==> src/rtl/div_seq.sv <==
// Purpose: reciprocal / reciprocal-square-root sequencer: normalise, table lookup, interpolate, denormalise.
// Latency: done in cycle 4 + NORM cycles + (TBL_LAT-1) after the start edge; zero operand done in cycle 3.
// Backpressure: none queued; start is ignored while busy (including the done cycle), kill aborts to IDLE.
module div_seq #(
    parameter int COARSE  = 4,
    parameter int TBL_LAT = 1
) (
    input  logic        clk,
    input  logic        reset,
    input  logic        start,
    input  logic        rsq,
    input  logic        kill,
    input  logic [31:0] din,
    output logic        busy,
    output logic        done,
    output logic [31:0] result,
    output logic        tbl_rd,
    output logic [6:0]  tbl_addr,
    output logic [3:0]  interp_frac,
    input  logic [15:0] interp_sum
);

    // Wait counter only needs to reach TBL_LAT-2; keep at least one bit.
    localparam int WCW = (TBL_LAT > 2) ? $clog2(TBL_LAT - 1) : 1;

    typedef enum logic [2:0] {
        S_IDLE,
        S_NORM,
        S_LOOK,
        S_WAIT,
        S_INTERP,
        S_OUT
    } state_t;

    state_t          state_q, state_d;
    logic [31:0]     mag_q, mag_d;
    logic [4:0]      sh_q, sh_d;
    logic            neg_q, neg_d;
    logic            rsq_q, rsq_d;
    logic            zero_q, zero_d;
    logic [15:0]     s_q, s_d;
    logic [WCW-1:0]  wait_q, wait_d;
    logic            busy_q, busy_d;
    logic            done_q, done_d;
    logic [31:0]     result_q, result_d;
    logic            tbl_rd_q, tbl_rd_d;
    logic [6:0]      tbl_addr_q, tbl_addr_d;
    logic [3:0]      frac_q, frac_d;

    logic [31:0]     q_full;
    logic [4:0]      d_amt;
    logic [31:0]     m_val;
    logic [31:0]     out_res;

    // Denormalise the captured mantissa and apply sign / saturation.
    always_comb begin
        q_full  = {1'b1, s_q, 15'b0};
        d_amt   = rsq_q ? ((5'd31 - sh_q) >> 1) : (5'd31 - sh_q);
        m_val   = q_full >> d_amt;
        out_res = m_val;
        if (zero_q) begin
            out_res = 32'h7FFF_FFFF;
        end else if (!neg_q && (m_val > 32'h7FFF_FFFF)) begin
            out_res = 32'h7FFF_FFFF;
        end else if (neg_q && (m_val > 32'h8000_0000)) begin
            out_res = 32'h8000_0000;
        end else if (neg_q) begin
            out_res = -m_val;
        end
    end

    // Next-state and datapath updates; kill overrides every non-IDLE transition.
    always_comb begin
        state_d    = state_q;
        mag_d      = mag_q;
        sh_d       = sh_q;
        neg_d      = neg_q;
        rsq_d      = rsq_q;
        zero_d     = zero_q;
        s_d        = s_q;
        wait_d     = wait_q;
        result_d   = result_q;
        tbl_addr_d = tbl_addr_q;
        frac_d     = frac_q;
        done_d     = 1'b0;
        tbl_rd_d   = 1'b0;

        case (state_q)
            S_IDLE: begin
                // busy_q is still high in the done cycle, which blocks a back-to-back start.
                if (start && !busy_q && !kill) begin
                    neg_d   = din[31];
                    mag_d   = din[31] ? -din : din;
                    sh_d    = 5'd0;
                    rsq_d   = rsq;
                    zero_d  = 1'b0;
                    state_d = S_NORM;
                end
            end
            S_NORM: begin
                if (mag_q == 32'd0) begin
                    zero_d  = 1'b1;
                    state_d = S_OUT;
                end else if (mag_q[31]) begin
                    tbl_rd_d = 1'b1;
                    if (rsq_q) begin
                        tbl_addr_d = {1'b1, sh_q[0], mag_q[30:26]};
                        frac_d     = mag_q[25:22];
                    end else begin
                        tbl_addr_d = {1'b0, mag_q[30:25]};
                        frac_d     = mag_q[24:21];
                    end
                    state_d = S_LOOK;
                end else if (mag_q[31 -: COARSE] == '0) begin
                    mag_d = mag_q << COARSE;
                    sh_d  = sh_q + 5'(COARSE);
                end else begin
                    mag_d = mag_q << 1;
                    sh_d  = sh_q + 5'd1;
                end
            end
            S_LOOK: begin
                wait_d  = '0;
                state_d = (TBL_LAT == 1) ? S_INTERP : S_WAIT;
            end
            S_WAIT: begin
                if (wait_q == WCW'(TBL_LAT - 2)) begin
                    state_d = S_INTERP;
                end else begin
                    wait_d = wait_q + 1'b1;
                end
            end
            S_INTERP: begin
                s_d     = interp_sum;
                state_d = S_OUT;
            end
            S_OUT: begin
                result_d = out_res;
                done_d   = 1'b1;
                state_d  = S_IDLE;
            end
            default: begin
                state_d = S_IDLE;
            end
        endcase

        if (kill && (state_q != S_IDLE)) begin
            state_d  = S_IDLE;
            done_d   = 1'b0;
            tbl_rd_d = 1'b0;
            result_d = result_q;
        end

        busy_d = (state_d != S_IDLE) || done_d;
    end

    // State and datapath registers with asynchronous reset.
    always_ff @(posedge clk or posedge reset) begin
        if (reset) begin
            state_q    <= S_IDLE;
            mag_q      <= 32'd0;
            sh_q       <= 5'd0;
            neg_q      <= 1'b0;
            rsq_q      <= 1'b0;
            zero_q     <= 1'b0;
            s_q        <= 16'd0;
            wait_q     <= '0;
            busy_q     <= 1'b0;
            done_q     <= 1'b0;
            result_q   <= 32'd0;
            tbl_rd_q   <= 1'b0;
            tbl_addr_q <= 7'd0;
            frac_q     <= 4'd0;
        end else begin
            state_q    <= state_d;
            mag_q      <= mag_d;
            sh_q       <= sh_d;
            neg_q      <= neg_d;
            rsq_q      <= rsq_d;
            zero_q     <= zero_d;
            s_q        <= s_d;
            wait_q     <= wait_d;
            busy_q     <= busy_d;
            done_q     <= done_d;
            result_q   <= result_d;
            tbl_rd_q   <= tbl_rd_d;
            tbl_addr_q <= tbl_addr_d;
            frac_q     <= frac_d;
        end
    end

    assign busy        = busy_q;
    assign done        = done_q;
    assign result      = result_q;
    assign tbl_rd      = tbl_rd_q;
    assign tbl_addr    = tbl_addr_q;
    assign interp_frac = frac_q;

endmodule

==> config.mk <==
export PLATFORM = sky130hd
export DESIGN_NAME = div_seq
export DESIGN_NICKNAME = d
export VERILOG_FILES = /design/src/rtl/div_seq.sv
export SDC_FILE = /design/constraint.sdc
export NUM_CORES = 1
export LEC_CHECK = 0
export ABC_AREA = 1
export CAP_MARGIN = 20
export CORE_UTILIZATION = 45
export DETAILED_ROUTE_END_ITERATION = 12
export PLACE_DENSITY = 0.75
export SYNTH_ARGS = -nofsm -noshare
export SYNTH_HDL_FRONTEND = slang
export SYNTH_SLANG_ARGS = --single-unit
==> constraint.sdc <==
create_clock -name clk -period 4 [get_ports clk]
set_clock_uncertainty 0.2 [all_clocks]
set_input_delay 0.8 -clock clk [delete_from_list [all_inputs] [get_ports clk]]
set_output_delay 0.8 -clock clk [all_outputs]
set_load 0.05 [all_outputs]
# Word level (Yosys, flattened, before mapping)
# Index checks and enable logic that the tools add are counted.
[word_totals]
register_bits = 106
inputBits = 53
out_inout_bits = 46
elab_cells = 92
[op_classes]
n_addsub = 6
n_lt_le_gt_ge = 2
eq_ne = 9
n_shift = 1
muxes = 35
n_bitwise = 2
n_reduce_logical = 22
[op_table]
columns = ["cell", "count"]
rows = [
  ["2-to-1 mux 32 bit", 9],
  ["negation 32 bit", 2],
  ["one-hot mux 32 bit (2 select lines)", 1],
  ["greater-than comparator 32 x 31 -> 1 bit, second input constant", 1],
  ["greater-than comparator 32 bit, second input constant", 1],
  ["zero test 32 bit", 1],
  [">> shifter 32 x 5 -> 32 bit", 1],
  ["2-to-1 mux 5 bit", 5],
  ["2-to-1 mux 3 bit", 5],
  ["one-hot mux 3 bit (5 select lines)", 1],
  ["one-hot mux 5 bit (2 select lines)", 1],
  ["2-to-1 mux 1 bit", 9],
  ["AND reduction 3 bit", 3],
  ["inequality test 2 bit, second input constant", 4],
  ["2-to-1 mux 7 bit", 1],
  ["== test 3 x 2 -> 1 bit, second input constant", 2],
  ["== test 3 bit, second input constant", 2],
  ["nonzero test 3 bit", 2],
  ["adder 5 x 1 -> 5 bit, second input constant", 1],
  ["adder 5 x 3 -> 5 bit, second input constant", 1],
  ["logical AND 1 bit", 5],
  ["subtractor 5 bit, first input constant", 1],
  ["zero test 4 bit", 1],
  ["2-to-1 mux 4 bit", 1],
  ["10 further kinds", 16],
]

# Depth between registers and ports, before layout
# Gate-level depths: netlist (run 1).
[logic_depth]
depth_word = 8
depth_mapped = 20

# Worst setup path before layout (run 1)
# OpenSTA, ideal clock, no wires.
[synth_timing]
path_type = "in2reg"
start = "in din[0]"
end = "reg mag_q[30]"
setup_time_ns = 0.129
arrival_time_ns = 2.633
slack_ns = 1.038
stages = 14
path_buffers = 0
path_cell_list = "inv_1 ha_1 inv_1 nor3_1 nand2_1 nor3_1 nand2_1 nor2_1 nand2_1 o21ai_0 o21ai_0 xor2_1 a22oi_1 o21ai_0"
[synth_between]
elab_chain_len = 4
[synth_lines]
columns = ["element", "line_no", "text"]
rows = [
  ["start, declared", "13", "input logic [31:0] din,"],
  ["negation 32 bit", "93", "mag_d = din[31] ? -din : din;"],
  ["2-to-1 mux 32 bit", "93", ""],
  ["2-to-1 mux 32 bit", "91", "if (start && !busy_q && !kill) begin"],
  ["one-hot mux 32 bit (2 select lines)", "88", "case (state_q)"],
  ["end signal, assigned", "176", "mag_q <= mag_d;"],
  ["end, declared", "36", "logic [31:0] mag_q, mag_d;"],
]
# Every way passes these cells. The select of a mux whose other input is x is not followed.
# A chain may end at the register's enable or synchronous reset.

# Final worst setup path (run 1)
[layout_timing]
start = "reg rsq_q"
end = "reg result_q[14], in the netlist result[14]"
[layout_between]
elab_chain_len = 7
word_cells_on_any_way = 11
cone_classes = "1 x add/sub; 2 x order compare; 1 x shift; 5 x mux; 2 x reduce/logical"
[layout_lines]
columns = ["element", "line_no", "text"]
rows = [
  ["start, declared", "39", "logic rsq_q, rsq_d;"],
  ["start signal, assigned", "179", "rsq_q <= rsq_d;"],
  ["2-to-1 mux 5 bit *", "58", "d_amt = rsq_q ? ((5'd31 - sh_q) >> 1) : (5'd31 - sh_q);"],
  [">> shifter 32 x 5 -> 32 bit *", "59", "m_val = q_full >> d_amt;"],
  ["negation 32 bit / greater-than comparator 32 bit (equally long branches)", "68, 65", ""],
  ["2-to-1 mux 32 bit / logical AND 1 bit (equally long branches)", "67, 65", ""],
  ["2-to-1 mux 32 bit", "65", "end else if (neg_q && (m_val > 32'h8000_0000)) begin"],
  ["2-to-1 mux 32 bit *", "63", "end else if (!neg_q && (m_val > 32'h7FFF_FFFF)) begin"],
  ["2-to-1 mux 32 bit *", "61", "if (zero_q) begin"],
  ["end signal, assigned", "185", "result_q <= result_d;"],
  ["end, declared", "45", "logic [31:0] result_q, result_d;"],
]
# Mark *: on every way between the ends. The rest lies on a longest branch, timed or not.

==> results of run 1 <==
==> power by group through the flow <==
stage | Combinational (W) | Clock (W) | Sequential [W]
final | 0.00646 | 0.000896 | 0.00194
after global routing | 0.00710 | 0.000949 | 0.00200
after CTS | 0.00637 | 0.000907 | 0.00194
after detailed placement | 0.00634 | 0 | 0.00196
after global placement | 0.00630 | 0 | 0.00195
after floorplan | 0.00404 | 0 | 0.00263
==> sequential cells by signal (all words and copies together), names as in the netlist <==
name         flops
busy             1
done             1
interp_frac      4
mag_q           32
neg_q            1
result          32
rsq_q            1
s_q             16
sh_q             5
state_q          3
tbl_addr         7
tbl_rd           1
wait_q           1
zero_q           1
==> cell type report <==
class	count	area [µm²]	share of cell area
inverter	129	492	0.0493
tap	234	293	0.0294
timing repair buffer	120	1170	0.117
clock buffer	9	225	0.0226
sequential	106	2650	0.266
clock inverter	7	70.1	0.00703
multi-input combinational	985	5070	0.508
==> synthesized netlist by cell type, types with 2 or more instances <==
| master | number | area, µm² |
|---|---|---|
| nand2_2 | 18 | 113 |
| nand4_1 | 16 | 100 |
| clkinv_1 | 5 | 18.8 |
| buf_2 | 8 | 40.0 |
| a21oi_1 | 36 | 180 |
| clkbuf_1 | 32 | 120 |
| or2_2 | 2 | 12.5 |
| o22a_1 | 2 | 17.5 |
| o221ai_1 | 12 | 105 |
| buf_12 | 2 | 40.0 |
| buf_1 | 2 | 7.51 |
| ha_1 | 3 | 37.5 |
| o211ai_1 | 22 | 165 |
| buf_4 | 6 | 45.0 |
| o21ai_0 | 71 | 355 |
| nand3b_1 | 4 | 30.0 |
| a31oi_1 | 16 | 100 |
| xor2_1 | 24 | 210 |
| o21ai_2 | 3 | 26.3 |
| nand2_1 | 313 | 1170 |
| nand3_2 | 35 | 350 |
| inv_1 | 116 | 435 |
| nor2_4 | 4 | 45.0 |
| o21bai_1 | 4 | 30.0 |
| o22ai_1 | 11 | 68.8 |
| nand2_4 | 3 | 33.8 |
| nand3_1 | 205 | 1030 |
| nor2_2 | 10 | 62.6 |
| nor2_1 | 120 | 450 |
| inv_2 | 7 | 26.3 |
| nor3_1 | 17 | 85.1 |
| a21oi_2 | 6 | 52.6 |
| dfrtp_1 | 106 | 2650 |
| nor4_1 | 9 | 56.3 |
| o31ai_1 | 3 | 22.5 |
| buf_6 | 8 | 90.1 |
| xnor2_1 | 4 | 35.0 |
| o32ai_1 | 2 | 17.5 |
==> routing by layer <==
layer | share of wire | global-route usage | up-vias
met1 | 0.43 | 0.341 | 4131
met4 | 0.029 | 0.111 | 0
li1 | - | - | 4429
met2 | 0.48 | 0.461 | 337
met5 | 0 | 0 | -
met3 | 0.056 | 0.0267 | 51
==> critical path: stages (launching register included) <==
cell	delay (ns)
dfrtp_1	0.54
o21ai_2	0.93
nand3_1	0.26
nand3_1	0.23
nand3_1	0.13
nand3_1	0.12
nand2_1	0.12
nor2_2	0.18
nand2_1	0.08
nor2_1	0.25
nand2_1	0.09
nand2_1	0.14
xor2_1	0.23
o21bai_1	0.08
inv_1	0.05
==> logic make-up after synthesis <==
family	share of synthesized area
adder cells (fa/ha/maj)	0.00438
XOR/XNOR	0.0286
AND/OR/NAND/NOR	0.417
flip-flops	0.310
AO/OA/AOI/OAI	0.141
buffers and inverters	0.0997
==> metrics by stage <==
step / utilization / cells / worst slack (ns)
4_1_cts: 0.532 / 1589 / 0.325
3_3_place_gp: 0.516 / 1573 / 0.387
3_5_place_dp: 0.516 / 1573 / 0.269
5_1_grt: 0.533 / 1590 / 0.0399
2_1_floorplan: - / 1280 / 0.211
6_report: 0.533 / 1590 / 0.306
==> worst paths after layout <==
check	from	to	cells after the start
min in group asynchronous	reset	mag_q[27]	2
hold reg to reg	zero_q	result[31]	1
setup reg to reg	rsq_q	result[14]	14
setup / recovery	rsq_q	result[14]	14
max in group asynchronous	reset	s_q[4]	3
hold / removal	zero_q	result[31]	1
==> layout by cell type (no fill, tap or decap), types with 17 or more instances in the layout <==
cell	count
nand2_1	313
nand3_1	205
nor2_1	118
inv_1	115
dfrtp_1	106
clkdlybuf4s50_1	98
o21ai_0	71
a21oi_1	36
nand3_2	35
xor2_1	24
o211ai_1	22
buf_4	20
nand2_2	18
nor3_1	17
==> reports/metrics.yaml, run 1 <==
cells_and_area:
  areaGrowthSynthToFinish_pct: 16.3
  fillCellCount: 1904
  drive_gt1_frac: 0.0981
  design_area_um2: 9960
  n_antenna_cell: 0
  nets: 1407
global_route:
  gr-usage-all-layers: 0.267
  antenna_found_initial: 0
  grt_first_pass_wirelength_um: 42000
  first_global_vias: 8459
  grt_max_degree: 97
  grt_overflow: 0
setup_path:
  critPathCaptureType: "flip-flop"
  r2r_setup_slack_ns: 0.31
  cp-start-kind: "flip-flop"
  path_max_fanout: 25
  required_ns: 4.12
  cp.arrival_ns: 3.81
  crit_type: "flip-flop to flip-flop"
clock_network:
  cts.path.max_buffers: 2
  cts_resized: 0
  cts_hold_buf: 0
  path_clk_slew_ns: 0.08
  numCtsBuffers: 9
  cts_sinks: 106
  cts_tree: "built"
  h-tree-depth: 3
  root_buffer: "clkbuf_16"
  post-cts-setup-buffers: 0
  clk_latency_ns: 0.37
die:
  die_x_um: 140
  row_count: 50
  die_h_um: 140
  initial_utilization: 0.458
  core-area_um2: 18700
  die_area_um2: 19600
  ios: 99
place:
  io_buffers: 98
  place.gp.congestion: 0.980
  placed_area_um2: 9650
  dp_hpwl_um: 18900
pwr:
  peakVddDrop_mv: 0.358
  power_density_nw_per_um2: 932
  p_switching_w: 0.00525
  switching_share: 0.565
  pwr-share-seq: 0.208
  finalPower_w: 0.00929
  power_frac_clock: 0.096
  power.internal_w: 0.00404
  combPwrFrac: 0.695
  leakage_nw: 4.72
routing:
  finalWirelength_um: 25200
  ant_nets: 0
  drt_iter0_drc: 863
  wl_per_cell_um: 15.8
  drt-pass1-iter-count: 5
  drcViolationCount: 0
  dr_total_vias: 8948
  vias_per_cell: 5.63
timing:
  layout_worst_path_cycle_share: 0.924
  hold_viol_final: 0
  max_slew_margin: 0.259
  rsz0062_at_grt: "false"
  whs_ns: 0.258
  fin_setup_tns_ns: 0
  maxSlewViolCount: 0
  setup_violations: 0
  period_minus_slack_ns: 3.69
  fmax_mhz: 271
  worst_pin_slew_ns: 1.11
synth:
  synth_cell_types: 51
  synthFlopType: "dfrtp_1"
  ys_ff_latch: 106
  synth_area_per_cell_um2: 6.69
  synthCells: 1280
  yosysSeqAreaShare: 0.310
  async_reset_ff_frac: 1.00
  synthesis.nets: 1336
  synth_edf_count: 0
  mappedNetlistArea_um2: 8570
  yosysWarnings: 0
run:
  drv_cap: 0
status:
  run_status: "finished, final reports clean"
min_path:
  hold_class: "flip-flop to flip-flop"
Power figures use the tool's default switching activity.
==> run 2, diff against run 1 <==
HOLD_SLACK_MARGIN = 0.08   (was default)
==> results of run 2 <==
Final layout, timing and power as in run 1 (identical DEF).
